[src/rtl/button_conditioner_pkg.sv]
// Shared defaults, state encoding and small helpers for the push-button conditioner.
package button_conditioner_pkg;

    localparam int DEF_SYNC_STAGES     = 2;
    localparam int DEF_DEBOUNCE_CYCLES = 4;

    localparam logic [1:0] ST_IDLE_ENC     = 2'b00;
    localparam logic [1:0] ST_CHECK_HI_ENC = 2'b01;
    localparam logic [1:0] ST_HELD_ENC     = 2'b10;
    localparam logic [1:0] ST_CHECK_LO_ENC = 2'b11;

    typedef enum logic [1:0] {
        ST_IDLE     = ST_IDLE_ENC,
        ST_CHECK_HI = ST_CHECK_HI_ENC,
        ST_HELD     = ST_HELD_ENC,
        ST_CHECK_LO = ST_CHECK_LO_ENC
    } state_t;

    // The committed level is high only once a press has been accepted and not yet released.
    function automatic logic is_high_state(input state_t s);
        return (s == ST_HELD) || (s == ST_CHECK_LO);
    endfunction

endpackage

[src/rtl/btn_sync.sv]
// Multi-flop synchronizer bringing the asynchronous button level into the clk domain.
module btn_sync #(
    parameter int STAGES = 2
) (
    input  logic clk,
    input  logic rst,
    input  logic d,
    output logic q
);

    logic [STAGES-1:0] chain_r;

    // Shift the raw level through the flop chain; the oldest stage is the only safe output.
    always_ff @(posedge clk) begin
        if (rst) begin
            chain_r <= {STAGES{1'b0}};
        end else begin
            chain_r <= {chain_r[STAGES-2:0], d};
        end
    end

    assign q = chain_r[STAGES-1];

endmodule

[src/rtl/button_conditioner.sv]
// Synchronizes and debounces a push-button, producing a clean level, press/release pulses
// and a modulo-256 press counter.
module button_conditioner
    import button_conditioner_pkg::*;
#(
    parameter int SYNC_STAGES     = DEF_SYNC_STAGES,
    parameter int DEBOUNCE_CYCLES = DEF_DEBOUNCE_CYCLES
) (
    input  logic       clk,
    input  logic       rst,
    input  logic       btn_in,
    output logic       level,
    output logic       P1,
    output logic       rel_pulse,
    output logic [7:0] press_count
);

    localparam int CNT_W = (DEBOUNCE_CYCLES > 2) ? $clog2(DEBOUNCE_CYCLES) : 1;
    localparam logic [CNT_W-1:0] CNT_ZERO = {CNT_W{1'b0}};
    localparam logic [CNT_W-1:0] CNT_ONE  = CNT_W'(1);
    localparam logic [CNT_W-1:0] CNT_LAST = CNT_W'(DEBOUNCE_CYCLES - 1);

    logic             sync_s;
    state_t           state_r;
    state_t           state_nxt_s;
    logic [CNT_W-1:0] cnt_r;
    logic [CNT_W-1:0] cnt_nxt_s;
    logic             press_evt_s;
    logic             rel_evt_s;
    logic             level_r;
    logic             p1_r;
    logic             rel_r;
    logic [7:0]       press_count_r;

    btn_sync #(
        .STAGES (SYNC_STAGES)
    ) u_sync (
        .clk (clk),
        .rst (rst),
        .d   (btn_in),
        .q   (sync_s)
    );

    // Debounce FSM: a level is committed only after DEBOUNCE_CYCLES consecutive agreeing samples.
    always_comb begin
        state_nxt_s = state_r;
        cnt_nxt_s   = cnt_r;
        press_evt_s = 1'b0;
        rel_evt_s   = 1'b0;
        case (state_r)
            ST_IDLE: begin
                if (sync_s) begin
                    state_nxt_s = ST_CHECK_HI;
                    cnt_nxt_s   = CNT_ONE;
                end else begin
                    state_nxt_s = ST_IDLE;
                    cnt_nxt_s   = CNT_ZERO;
                end
            end
            ST_CHECK_HI: begin
                if (!sync_s) begin
                    state_nxt_s = ST_IDLE;
                    cnt_nxt_s   = CNT_ZERO;
                end else if (cnt_r == CNT_LAST) begin
                    state_nxt_s = ST_HELD;
                    cnt_nxt_s   = CNT_ZERO;
                    press_evt_s = 1'b1;
                end else begin
                    state_nxt_s = ST_CHECK_HI;
                    cnt_nxt_s   = cnt_r + CNT_ONE;
                end
            end
            ST_HELD: begin
                if (!sync_s) begin
                    state_nxt_s = ST_CHECK_LO;
                    cnt_nxt_s   = CNT_ONE;
                end else begin
                    state_nxt_s = ST_HELD;
                    cnt_nxt_s   = CNT_ZERO;
                end
            end
            ST_CHECK_LO: begin
                if (sync_s) begin
                    state_nxt_s = ST_HELD;
                    cnt_nxt_s   = CNT_ZERO;
                end else if (cnt_r == CNT_LAST) begin
                    state_nxt_s = ST_IDLE;
                    cnt_nxt_s   = CNT_ZERO;
                    rel_evt_s   = 1'b1;
                end else begin
                    state_nxt_s = ST_CHECK_LO;
                    cnt_nxt_s   = cnt_r + CNT_ONE;
                end
            end
            default: begin
                state_nxt_s = ST_IDLE;
                cnt_nxt_s   = CNT_ZERO;
            end
        endcase
    end

    // State, counter and registered outputs; pulses line up with the edge that commits the level.
    always_ff @(posedge clk) begin
        if (rst) begin
            state_r       <= ST_IDLE;
            cnt_r         <= CNT_ZERO;
            level_r       <= 1'b0;
            p1_r          <= 1'b0;
            rel_r         <= 1'b0;
            press_count_r <= 8'd0;
        end else begin
            state_r <= state_nxt_s;
            cnt_r   <= cnt_nxt_s;
            level_r <= is_high_state(state_nxt_s);
            p1_r    <= press_evt_s;
            rel_r   <= rel_evt_s;
            if (press_evt_s) begin
                press_count_r <= press_count_r + 8'd1;
            end else begin
                press_count_r <= press_count_r;
            end
        end
    end

    assign level       = level_r;
    assign P1          = p1_r;
    assign rel_pulse   = rel_r;
    assign press_count = press_count_r;

endmodule

[config.mk]
export PLATFORM = sky130hd
export DESIGN_NAME = button_conditioner
export DESIGN_NICKNAME = d
export VERILOG_FILES = /design/src/rtl/button_conditioner_pkg.sv /design/src/rtl/btn_sync.sv /design/src/rtl/button_conditioner.sv
export SDC_FILE = /design/constraint.sdc
export NUM_CORES = 1
export LEC_CHECK = 0
export BUFFER_PORTS_ARGS = -buffer_cell sky130_fd_sc_hd__buf_2
export CORE_UTILIZATION = 38
export CTS_CLUSTER_DIAMETER = 60
export DETAILED_ROUTE_END_ITERATION = 16
export PLACE_DENSITY_LB_ADDON = 0.3
export SLEW_MARGIN = 0
export SYNTH_ARGS = -nofsm -noshare
export SYNTH_HDL_FRONTEND = slang
export SYNTH_SLANG_ARGS = --single-unit
[constraint.sdc]
create_clock -name clk -period 2.7 [get_ports clk]
set_input_delay 0.135 -clock clk [delete_from_list [all_inputs] [get_ports clk]]
set_output_delay 0.135 -clock clk [all_outputs]
set_load 0.1 [all_outputs]
==> results of run 1 <==
metrics by stage:
step | instances | setup slack (ns) | cell area, um^2
after global placement | 93 | 1.06 | 713
after floorplan | 66 | 0.702 | 637
after detailed placement | 93 | 0.938 | 713
after CTS | 96 | 0.923 | 736
after global routing | 96 | 0.784 | 736
final | 96 | 0.922 | 736
cell families (layout without fill, tap and decap cells):
| family | after synthesis | count (layout) |
|---|---|---|
| multiplexers | 1 | 1 |
| adder cells (fa/ha/maj) | 3 | 3 |
| XOR/XNOR | 1 | 1 |
| buffers and inverters | 4 | 18 |
| AND/OR/NAND/NOR | 25 | 25 |
| flip-flops | 16 | 16 |
| AO/OA/AOI/OAI | 16 | 16 |
routing by layer:
metal  GRT usage [%]  vias up
met3            5.11        5
li1                -      273
met4            9.09        0
met2            20.6       12
met1            17.5      241
met5               0        -
worst max-delay path: cells and delay by family, from the launching register on:
kind / cells / cell delay, ns
AOI/OAI and AO/OA: 1 / 0.18
DFF: 1 / 0.36
adders and majority gates: 1 / 0.21
and+or+nand+nor: 2 / 0.95
sequential cells by signal, summed over array words and instances, names as in the netlist:
signal          cells
rel_pulse           1
P1                  1
press_count         8
cnt_r               2
state_r             2
u_sync.chain_r      2
final cells by class:
cell class	count	area, um^2	area share, %
Clock buffer	3	22.5	3.06
Inverter	2	7.51	1.02
Multi-Input combinational cell	46	300	40.8
Sequential cell	16	320	43.5
Tap cell	16	20.0	2.72
Timing Repair Buffer	13	65.1	8.84
synthesized netlist by cell type:
cell	n	share of area (%)
dfxtp_1	16	50
a21oi_1	7	5.5
nand2_1	7	4.1
o31ai_1	5	5.9
or4_1	5	5.9
ha_1	3	5.9
nor2_1	3	1.8
inv_1	2	1.2
nand2b_1	2	2.0
nand3_1	2	1.6
nor2b_1	2	2.0
a211oi_1	1	1.2
a21boi_0	1	1.2
a221oi_1	1	1.4
buf_2	1	0.79
clkbuf_1	1	0.59
mux2i_1	1	1.6
nand4_1	1	0.98
nand4b_2	1	2.4
nor3_1	1	0.79
o21ai_0	1	0.79
or3_1	1	0.98
xor2_1	1	1.4
report_power, final:
part           switching, mW  internal [mW]  leakage [nW]
sequential           0.00187          0.238         0.129
combinational        0.00428        0.00260         0.170
clock                 0.0704         0.0518        0.0138
final timing paths:
| check | start | to | slack [ns] | depth (start not counted) |
|---|---|---|---|---|
| max | cnt_r[0] | press_count[6] | 0.92 | 4 |
| min | btn_in | u_sync.chain_r[0] | 0.06 | 2 |
| max reg2reg | cnt_r[0] | press_count[6] | 0.92 | 4 |
| min reg2reg | u_sync.chain_r[0] | u_sync.chain_r[1] | 0.45 | 1 |
==> reports/metrics.cfg, run 1 <==
[final_layout]
insertedDiodeCount = 0
finish.utilization_pct = 47.7
final_cell_mix = 16 x dfxtp_1, 13 x buf_2, 7 x nand2_1, 7 x a21oi_1
syn_to_final_growth_pct = 15.5
final_common_cell = dfxtp_1
drive_above_1_share_pct = 21.3
fillers = 150
nets = 88

[floorplanning]
die_y_um = 42.9
die_w_um = 42.9
row_count = 14
coreArea_mm2 = 0.00154
initial_utilization_pct = 41.3
ios = 14
fp.dieArea_mm2 = 0.00184

[clocking]
clk_pin_slew_ns = 0.08
cts_root_buf = clkbuf_4
cts_sinks = 16
cts_hold_buf = 0
cts_tree = built
cts_made_buffers = 3
cts_resized = 0
cts_setup_buffers = 0
cts.path.max_buffers = 2
worstSkewPairLatency_ns = 0.28
htree_num_levels = 1

[sta]
fin_crit_sh_pct = 65.9
setup_tns_ns = 0
drv_slew = 0
setup_violations = 0
hold_viol = 0
rsz0062_at_grt = false
finalCriticalPeriod_ns = 1.78
timing.slew.headroom_pct = 67.8
worst_slew_pin_slew_ns = 0.487
fmax_mhz = 562
hold_ws_ns = 0.0611
worst_clock_skew_ns = 0.00450

[power_and_ir_drop]
p_leak_nw = 0.314
cellPowerDensity_mw_per_mm2 = 501
ir_drop_uv = 340
total_power_mw = 0.369

[run]
drv_cap = 0

[yosys]
synthMuxAreaShare_pct = 1.57
synth_adder_area_share_pct = 5.89
synthCells = 66
ys_seq_area_share_pct = 50.3
synth_top_family_by_area = simple AND/OR/NAND/NOR gates
synth_xor_area_share_pct = 1.38
syn-cell-area_um2 = 637
synthDistinctLibCells = 23
synthSimpleGateAreaFrac_pct = 22.4
synth_nets = 72
syn_area_per_cell_um2 = 9.65
synth-compound-area-share_pct = 15.9
synth-seq-cells = 16
yosys_warnings = 0

[detailed_routing]
route.met2.wl_um = 501
top_layer_used = met4
drc_errors = 0
finalWirelength_um = 1170
drtIter0Drc = 14
routedWlPerCell_um = 12.2
wl_met3_um = 47
ant_nets = 0
avgViaCountPerCell = 5.53
wl_met1_um = 595
drt_first_pass_iters = 4
num_vias = 531

[global_route]
overflow = 0
grt_pass1_vias = 437
grt_pass1_wl_um = 1900
antenna_found_initial = 0
grt_usage_pct = 14.2
grt_max_degree = 16

[place]
portBuffers = 13
place_congestion = 0.743

[critical_path]
crit_path_max_incr_delay_ns = 0.61
critPathCaptureType = register
crit_path_max_fanout = 15
crit_required_ns = 2.91
crit_slowest_cell = or4_1
start_kind = register
critical_path_arrival_ns = 1.98
path_class = reg -> reg
crit_chain = ha_1 > nand4b_2 > or4_1 > a21oi_1

[min_path]
hold_path.class = in -> reg

[status]
status = complete, no violations

(Power assumes the default switching activity.)
==> run 2: changes to the inputs <==
==> constraint.sdc (replaced) <==
create_clock -name clk -period 1.7 [get_ports clk]
set_input_delay 0.085 -clock clk [delete_from_list [all_inputs] [get_ports clk]]
set_output_delay 0.085 -clock clk [all_outputs]
set_load 0.1 [all_outputs]
==> run 2 against run 1 <==
Against the previous run:
- sequential share of layout area down 0.75 points
- non-clock buffer count grew 2
- utilization up 2.4 points
- die area unchanged
- clock power rose by 60%
- worst hold slack gained 0.076 ns
- cell count increased by 2.1%
- routed wire length is 1.4% lower
- critical endpoint is now press_count[5]
- largest cell class unchanged
==> reports/metrics.cfg, run 2 (synthesized netlist as in run 1, its figures left out) <==
[floorplanning]
die_w_um = 42.9
ios = 14
row_count = 14
die_y_um = 42.9
coreArea_mm2 = 0.00154
initial_utilization_pct = 41.3
fp.dieArea_mm2 = 0.00184

[global_route]
overflow = 0
grt_max_degree = 16
grt_pass1_wl_um = 1910
grt_pass1_vias = 457
antenna_found_initial = 0
grt_usage_pct = 14.5

[sta]
drv_slew = 0
setup_tns_ns = 0
worst_slew_pin_slew_ns = 0.484
worst_clock_skew_ns = 0.00509
rsz0062_at_grt = false
layout_setup_ws_ns = 0.141
fin_crit_sh_pct = 91.7
hold_viol = 0
finalCriticalPeriod_ns = 1.56
timing.slew.headroom_pct = 67.9
fmax_mhz = 641
setup_violations = 0

[critical_path]
crit_path_max_fanout = 12
crit_path_max_incr_delay_ns = 0.54
path_class = reg -> reg
crit_family = simple AND/OR/NAND/NOR gates
path_buf_inv = 0
start_kind = register
critical_path_arrival_ns = 1.77
crit_chain = ha_1 > nand4b_4 > or4_1 > a21oi_1
crit_slowest_cell = or4_1
critPathCaptureType = register
crit_required_ns = 1.91

[power_and_ir_drop]
power_frac_clock_pct = 33.1
p_leak_nw = 0.341
p_comb_share_pct = 2.1
cellPowerDensity_mw_per_mm2 = 762
switching_share_pct = 20.9
switchingPower_mw = 0.123
ir_drop_uv = 453
seq_power_share_pct = 64.8
total_power_mw = 0.589
p_int_mw = 0.466

[clocking]
cts_sinks = 16
htree_num_levels = 1
worstSkewPairLatency_ns = 0.28
cts.path.max_buffers = 2
cts_root_buf = clkbuf_4
cts_tree = built
clk_pin_slew_ns = 0.09
cts_setup_buffers = 0
cts_made_buffers = 3

[final_layout]
finish.utilization_pct = 50.1
final_cell_mix = 13 x buf_2, 8 x dfxtp_1, 8 x dfxtp_2
fillers = 143
syn_to_final_growth_pct = 21.2
nets = 90
insertedDiodeCount = 0
drive_above_1_share_pct = 31.7
final_common_cell = buf_2
largest_reg_flops = 8

[detailed_routing]
avgViaCountPerCell = 5.42
ant_nets = 0
num_vias = 531
routedWlPerCell_um = 11.8
drt_first_pass_iters = 4
drtIter0Drc = 4
finalWirelength_um = 1160
drc_errors = 0

[place]
portBuffers = 13
hpwlAfterDp_um = 808
pre_cts_ws_ns = 0.0949
place_congestion = 0.731

[min_path]
hold_path.class = in -> reg

[status]
status = complete, no violations

[run]
drv_cap = 0

run 2: cell count changes in the layout (fill, tap and decap cells not counted), sizes merged:
cell and change:
buf +1, dlygate4sd3 +1
run 2: layout make-up:
cell class	instances	area, um^2	share of cell area (%)
inverter	2	7.51	0.972
clock buffer	3	22.5	2.92
timing repair buffer	15	82.6	10.7
tap	16	20.0	2.59
multi-input combinational	46	309	40.0
sequential	16	330	42.8
run 2: worst paths after layout:
kind	startpoint	to	slack, ns	depth (start not counted)
max	cnt_r[0]	press_count[5]	0.14	4
min	rst	press_count[1]	0.14	2
min reg2reg	u_sync.chain_r[0]	u_sync.chain_r[1]	0.45	1
max reg2reg	cnt_r[0]	press_count[5]	0.14	4
run 2: power by group through the flow:
stage	Sequential (mW)	Combinational, mW	Clock, mW
2_1_floorplan	0.389	0.00636	0
3_3_place_gp	0.389	0.0110	0
3_5_place_dp	0.389	0.0113	0
4_1_cts	0.381	0.0130	0.205
5_1_grt	0.382	0.0138	0.219
6_report	0.381	0.0126	0.195
run 2: metal layers:
metal / share of wire [%] / wire length [um] / up-vias / GRT usage (%)
met3: 4.9 / 57 / 2 / 6.38
met4: 1.3 / 15 / 0 / 9.09
li1: - / - / 274 / -
met1: 48 / 560 / 240 / 17.6
met2: 45 / 522 / 15 / 20.6
met5: 0 / 0 / - / 0
run 2: through the flow:
stage	cell area (um^2)	hold WS (ns)	std cells
finish	772	0.138	98
global route	772	0.135	98
CTS	763	0.136	98
detailed placement	731	0.303	94
global placement	731	0.298	94
floorplan	647	0.157	66
run 2: repair_timing:
item / CTS / global route
resized for setup: 0 / 1
hold endpoints to repair: 1 / 0
setup endpoints to repair: 0 / 5
hold buffers: 1 / 0
